## src/rtl/ga_pkg.sv

```systemverilog
// ga_pkg: shared widths, LFSR taps and scheduler state encoding
package ga_pkg;
  localparam int GENOME_W = 150;
  localparam int FAMILY_N = 5;
  localparam int SCORE_W = 16;
  localparam int SEED_W = 32;
  localparam int GEN_W = 16;
  localparam int IDX_W = $clog2(FAMILY_N);
  localparam logic [SEED_W-1:0] LFSR_TAPS = 32'h80200003;
  typedef enum logic [2:0] {IDLE, LAUNCH, WAIT_ITER, EVAL, UPDATE, DONE} state_e;
endpackage

```

## src/rtl/seed_lfsr.sv

```systemverilog
// seed_lfsr: one-step Galois advance, or a zero-guarded load of the initial seed
module seed_lfsr import ga_pkg::*; (
  input  logic              load_i,
  input  logic [SEED_W-1:0] init_i,
  input  logic [SEED_W-1:0] seed_i,
  output logic [SEED_W-1:0] seed_o
);
  // an all-zero seed would lock the LFSR, so it is replaced by 1
  always_comb seed_o = load_i ? ((init_i == '0) ? SEED_W'(1) : init_i)
                              : ((seed_i >> 1) ^ (seed_i[0] ? LFSR_TAPS : '0));
endmodule

```

## src/rtl/generation_scheduler.sv

```systemverilog
// generation_scheduler: runs Iterator + fitness evaluation per generation, keeping the elitist best parent
module generation_scheduler import ga_pkg::*; (
  input  logic                         clk,
  input  logic                         rst_n,
  input  logic                         run,
  input  logic [GEN_W-1:0]             max_gens,
  input  logic [GENOME_W-1:0]          init_parent,
  input  logic [SEED_W-1:0]            init_seed,
  output logic                         iter_start,
  output logic [GENOME_W-1:0]          iter_parent,
  output logic [SEED_W-1:0]            iter_seed,
  input  logic [GENOME_W*FAMILY_N-1:0] iter_family,
  input  logic                         iter_done,
  output logic                         fit_req,
  output logic [GENOME_W-1:0]          fit_genome,
  input  logic                         fit_ack,
  input  logic [SCORE_W-1:0]           fit_score,
  output logic [GENOME_W-1:0]          best_parent,
  output logic [SCORE_W-1:0]           best_score,
  output logic [GEN_W-1:0]             gen_count,
  output logic                         busy,
  output logic                         finished
);
  localparam logic [IDX_W-1:0] LAST = IDX_W'(FAMILY_N - 1);
  state_e state_q, state_d;
  logic [GENOME_W-1:0] parent_q;
  logic [GENOME_W-1:0] family_q [FAMILY_N];
  logic [SEED_W-1:0] seed_q, seed_nx;
  logic [SCORE_W-1:0] best_q, gmax_q;
  logic [GEN_W-1:0] gen_q, max_q, gen_inc;
  logic [IDX_W-1:0] idx_q, widx_q;
  logic won_q, fin_q;

  seed_lfsr u_lfsr (
    .load_i(state_q == IDLE),
    .init_i(init_seed),
    .seed_i(seed_q),
    .seed_o(seed_nx)
  );

  assign gen_inc = gen_q + 1'b1;
  assign iter_start = state_q == LAUNCH;
  assign fit_req = state_q == EVAL;
  assign fit_genome = family_q[idx_q];
  assign iter_parent = parent_q;
  assign best_parent = parent_q;
  assign iter_seed = seed_q;
  assign best_score = best_q;
  assign gen_count = gen_q;
  assign busy = !(state_q == IDLE || state_q == DONE);
  assign finished = fin_q;

  always_comb begin
    state_d = state_q;
    case (state_q)
      IDLE:      if (run) state_d = (max_gens == '0) ? DONE : LAUNCH;
      LAUNCH:    state_d = WAIT_ITER;
      WAIT_ITER: if (iter_done) state_d = EVAL;
      EVAL:      if (fit_ack && idx_q == LAST) state_d = UPDATE;
      UPDATE:    state_d = (gen_inc == max_q) ? DONE : LAUNCH;
      default:   state_d = IDLE;
    endcase
  end

  always_ff @(posedge clk or negedge rst_n) begin
    if (!rst_n) begin
      state_q <= IDLE;
      parent_q <= '0;
      seed_q <= '0;
      best_q <= '0;
      gmax_q <= '0;
      gen_q <= '0;
      max_q <= '0;
      idx_q <= '0;
      widx_q <= '0;
      won_q <= 1'b0;
      fin_q <= 1'b0;
      for (int k = 0; k < FAMILY_N; k++) family_q[k] <= '0;
    end else begin
      state_q <= state_d;
      case (state_q)
        IDLE: if (run) begin
          parent_q <= init_parent;
          seed_q <= seed_nx;
          best_q <= '0;
          gen_q <= '0;
          max_q <= max_gens;
          fin_q <= 1'b0;
        end
        WAIT_ITER: if (iter_done) begin
          for (int k = 0; k < FAMILY_N; k++) family_q[k] <= iter_family[k*GENOME_W +: GENOME_W];
          idx_q <= '0;
          gmax_q <= best_q;
          won_q <= 1'b0;
        end
        // strict compare: ties keep the earlier candidate, the parent first of all
        EVAL: if (fit_ack) begin
          if (fit_score > gmax_q) begin
            gmax_q <= fit_score;
            widx_q <= idx_q;
            won_q <= 1'b1;
          end
          idx_q <= idx_q + 1'b1;
        end
        UPDATE: begin
          if (won_q) begin
            parent_q <= family_q[widx_q];
            best_q <= gmax_q;
          end
          seed_q <= seed_nx;
          gen_q <= gen_inc;
        end
        DONE: fin_q <= 1'b1;
        default: ;
      endcase
    end
  end
endmodule
```

## config.mk

```make
export PLATFORM = sky130hd
export DESIGN_NAME = generation_scheduler
export DESIGN_NICKNAME = d
export VERILOG_FILES = /design/src/rtl/ga_pkg.sv /design/src/rtl/seed_lfsr.sv /design/src/rtl/generation_scheduler.sv
export SDC_FILE = /design/constraint.sdc
export NUM_CORES = 2
export LEC_CHECK = 0
export CAP_MARGIN = 15
export CORE_AREA = 2 2 579 581
export DETAILED_ROUTE_END_ITERATION = 7
export DIE_AREA = 0 0 581 583
export PLACE_DENSITY_LB_ADDON = 0.12
export SYNTH_ARGS = -nofsm -noshare
export SYNTH_HDL_FRONTEND = slang
export SYNTH_SLANG_ARGS = --single-unit
```

## constraint.sdc

```tcl
create_clock -name clk -period 7.2 [get_ports clk]
set_input_delay 2.16 -clock clk [delete_from_list [all_inputs] [get_ports clk]]
set_output_delay 2.16 -clock clk [all_outputs]
set_load 0.02 [all_outputs]
```

==> flow_metrics.env <==
export IMPL_htree_levels=4
export IMPL_wl_per_cell_um=28.45
export IMPL_path_cells="buf_12 > buf_4 > mux4_2 > inv_1 > o21ai_0 > clkdlybuf4s50_1"
export IMPL_synthTopCellsByArea="dfrtp_1 (49%), nand2_1 (19%), mux4_2 (7.0%)"
export IMPL_yosys_area_top_type="dfrtp_1"
export IMPL_critical_path_max_fanout=38
export IMPL_pwr_density_cell_nw_per_um2=485.5
export IMPL_worst_slew_pin_slew_ns=1.291
export IMPL_period_share_pct=87.85
export IMPL_worstSetupStartpointType="register"
export IMPL_start_util_pct=15.58
export IMPL_seq_area_frac_synth_pct=48.67
export IMPL_clock_skew_ns=0.04166
export IMPL_hp_class="reg2reg"
export IMPL_die_w_um=581
export IMPL_synth_edf_count=0
export IMPL_grt_pass1_vias=50443
export IMPL_hold_viol=0
export IMPL_fmax_ghz=0.1581
export IMPL_core_um2=332400
export IMPL_grt_ovfl_total=0
export IMPL_wl_um=333200
export IMPL_synth_top_area_share_pct=48.67
export IMPL_setup_violations=0
export IMPL_layout_area_seq_um2=25220
export IMPL_slew_headroom_pct=13.94
export IMPL_final_layout_size_suffix_gt1_share_pct=7.451
export IMPL_cts_setup_buffers=0
export IMPL_nFillCells=36446
export IMPL_cts_root_buf="clkbuf_16"
export IMPL_netlist_instances=5978
export IMPL_synth_nets=6966
export IMPL_yosys_top_cells_count="nand2_1 (2,584), dfrtp_1 (1,007), o21ai_0 (392)"
export IMPL_ios=1487
export IMPL_grt_max_degree=138
export IMPL_drt_pass1_iter_count=5
export IMPL_synthArstFlopShare_pct=100.0
export IMPL_required_ns=5.04
export IMPL_ys_flop_type="dfrtp_1"
export IMPL_crit_family="buffers and inverters"
export IMPL_fin_crit_ns=6.325
export IMPL_routabilityCongestion=0.8994
export IMPL_grt_usage_pct=19.08
export IMPL_maxCapViolCount=0
export IMPL_path_clk_slew_ns=0.05
export IMPL_final_max_slew_viol_count=0
export IMPL_ctsLongestPathBuffers=4
export IMPL_postRouteAntennaNets=0
export IMPL_ctsHoldBuffers=0
export IMPL_clkSinkCount=1007
export IMPL_antenna_found_initial=158
export IMPL_post_place_ws_ns=1.636
export IMPL_avgViaCountPerCell=4.164
export IMPL_hpwl_um=250200
export IMPL_port_buffers=1486
export IMPL_ys_warnings_count=0
export IMPL_area_growth_pct=46.37
export IMPL_die_area_um2=338700
export IMPL_p_leak_nw=32.81
export IMPL_slowest_stage="clkdlybuf4s50_1"
export IMPL_syn_avg_cell_area_um2=8.661
export IMPL_rsz0062_at_grt="false"
export IMPL_cts_tree="done"
export IMPL_ys_seq_elements=1007
export IMPL_yosysMostFrequentCell="nand2_1"
export IMPL_finalSetupTns_ns=0
export IMPL_rows=212
export IMPL_vias=48760
export IMPL_cts_resized=0
export IMPL_insertion_delay_ns=0.80
export IMPL_ys_types=49
export IMPL_layout_setup_ws_ns=0.8750
export IMPL_drt_iter0_markers=3061
export IMPL_p_total_mw=36.80
export IMPL_critPathBufInv=4
export IMPL_worstSetupEndpointType="output pin"
export IMPL_ir_drop_v=0.0001901
export IMPL_cts_made_buffers=149
export IMPL_fin_nets=8151
export IMPL_syn_cell_area_um2=51770
export IMPL_grt_first_pass_wirelength_um=450800
export IMPL_multiInputGateArea_um2=23290
export IMPL_die_y_um=583
export IMPL_status="finished, final reports clean"
export IMPL_drc_errors=0
export IMPL_cp_arrival_ns=4.16
export IMPL_worstSetupPathType="reg2out"
export IMPL_cpPeakStageDelay_ns=0.76
==> sequential cells by signal, summed over array words and instances (netlist names) <==
name / flops
state_q: 3
finished: 1
family_q: 750
best_score: 16
iter_seed: 32
gmax_q: 16
gen_count: 16
widx_q: 3
idx_q: 3
won_q: 1
max_q: 16
best_parent: 150
==> final timing paths <==
path,startpoint,end,slack (ns),cells past startpoint
min reg2reg,family_q[464]$_DFFE_PN0P_,family_q[464]$_DFFE_PN0P_,0.49,2
min,family_q[464]$_DFFE_PN0P_,family_q[464]$_DFFE_PN0P_,0.49,2
max,idx_q[0]$_DFFE_PN0P_,fit_genome[79],0.88,6
min in group asynchronous,rst_n,best_parent[126]$_DFFE_PN0P_,1.27,1
max reg2reg,state_q[0]$_DFFE_PN0P_,best_parent[1]$_DFFE_PN0P_,3.19,5
max in group asynchronous,rst_n,family_q[20]$_DFFE_PN0P_,4.27,3
==> placed cells by master, fill, tap and decap left out, drive strengths merged, types with 3 or more instances in the layout <==
| cell | n |
|---|---|
| nand2 | 2584 |
| o22ai | 87 |
| clkinvlp | 3 |
| clkinv | 23 |
| o21ai | 393 |
| buf | 123 |
| nand3 | 13 |
| inv | 156 |
| xnor2 | 17 |
| mux4 | 161 |
| clkdlybuf4s50 | 1485 |
| nand4 | 10 |
| mux2i | 308 |
| a21oi | 188 |
| clkbuf | 224 |
| bufinv | 6 |
| nor3 | 7 |
| a22o | 16 |
| nand2b | 4 |
| dfrtp | 1007 |
| nor4 | 16 |
| o31ai | 8 |
| and3 | 5 |
| o221ai | 116 |
| nor2b | 4 |
| ha | 19 |
| a22oi | 34 |
| xor2 | 12 |
| mux2 | 4 |
| nor2 | 221 |
| diode | 49 |
==> worst reg2reg max path, delay by kind of cell (launching register included) <==
family | cells | cell delay [ns]
simple gates | 3 | 2.84
flops | 1 | 0.54
compound gates | 2 | 0.52
==> report_power, final <==
| group | internal [mW] | switching (mW) | leakage (nW) | total (mW) |
|---|---|---|---|---|
| clock network | 4.48 | 3.05 | 2.40 | 7.54 |
| logic | 7.30 | 10.6 | 17.9 | 17.9 |
| registers | 8.30 | 3.06 | 12.5 | 11.4 |
| total | 20.1 | 16.7 | 32.8 | 36.8 |
==> kinds of logic after synthesis <==
family / after synthesis / synth area share, %
buf+inv: 724 / 6.489
xor+xnor: 29 / 0.4906
fa+ha+maj: 19 / 0.4592
simple gates: 2874 / 21.17
flops: 1007 / 48.67
mux: 473 / 13.05
compound gates: 852 / 9.674
==> per-stage QoR <==
stage / area (µm²) / hold slack (ns) / utilization [%] / instances
floorplan: 51770 / 0.4420 / - / 5978
global route: 75690 / 0.5158 / 22.77 / 11673
detailed placement: 70750 / 0.4822 / 21.29 / 11398
global placement: 70750 / 0.4744 / 21.29 / 11398
finish: 75780 / 0.4921 / 22.80 / 11710
CTS: 75640 / 0.4885 / 22.76 / 11660
==> layout make-up <==
type | instances | share of cell area (%)
timing repair buffer | 1608 | 21.39
sequential | 1007 | 33.28
clock inverter | 38 | 0.5812
inverter | 150 | 0.7430
multi-input combinational | 4247 | 30.74
clock buffer | 224 | 5.865
antenna | 49 | 0.1618
tap | 4387 | 7.243
==> routing by layer <==
| metal | GRT usage, % | part of all wire, % |
|---|---|---|
| met2 | 33.52 | 50 |
| met3 | 5.488 | 7.2 |
| met5 | 0 | 0.20 |
| met4 | 5.897 | 3.2 |
| met1 | 22.24 | 40 |
(Power assumes the default switching activity.)
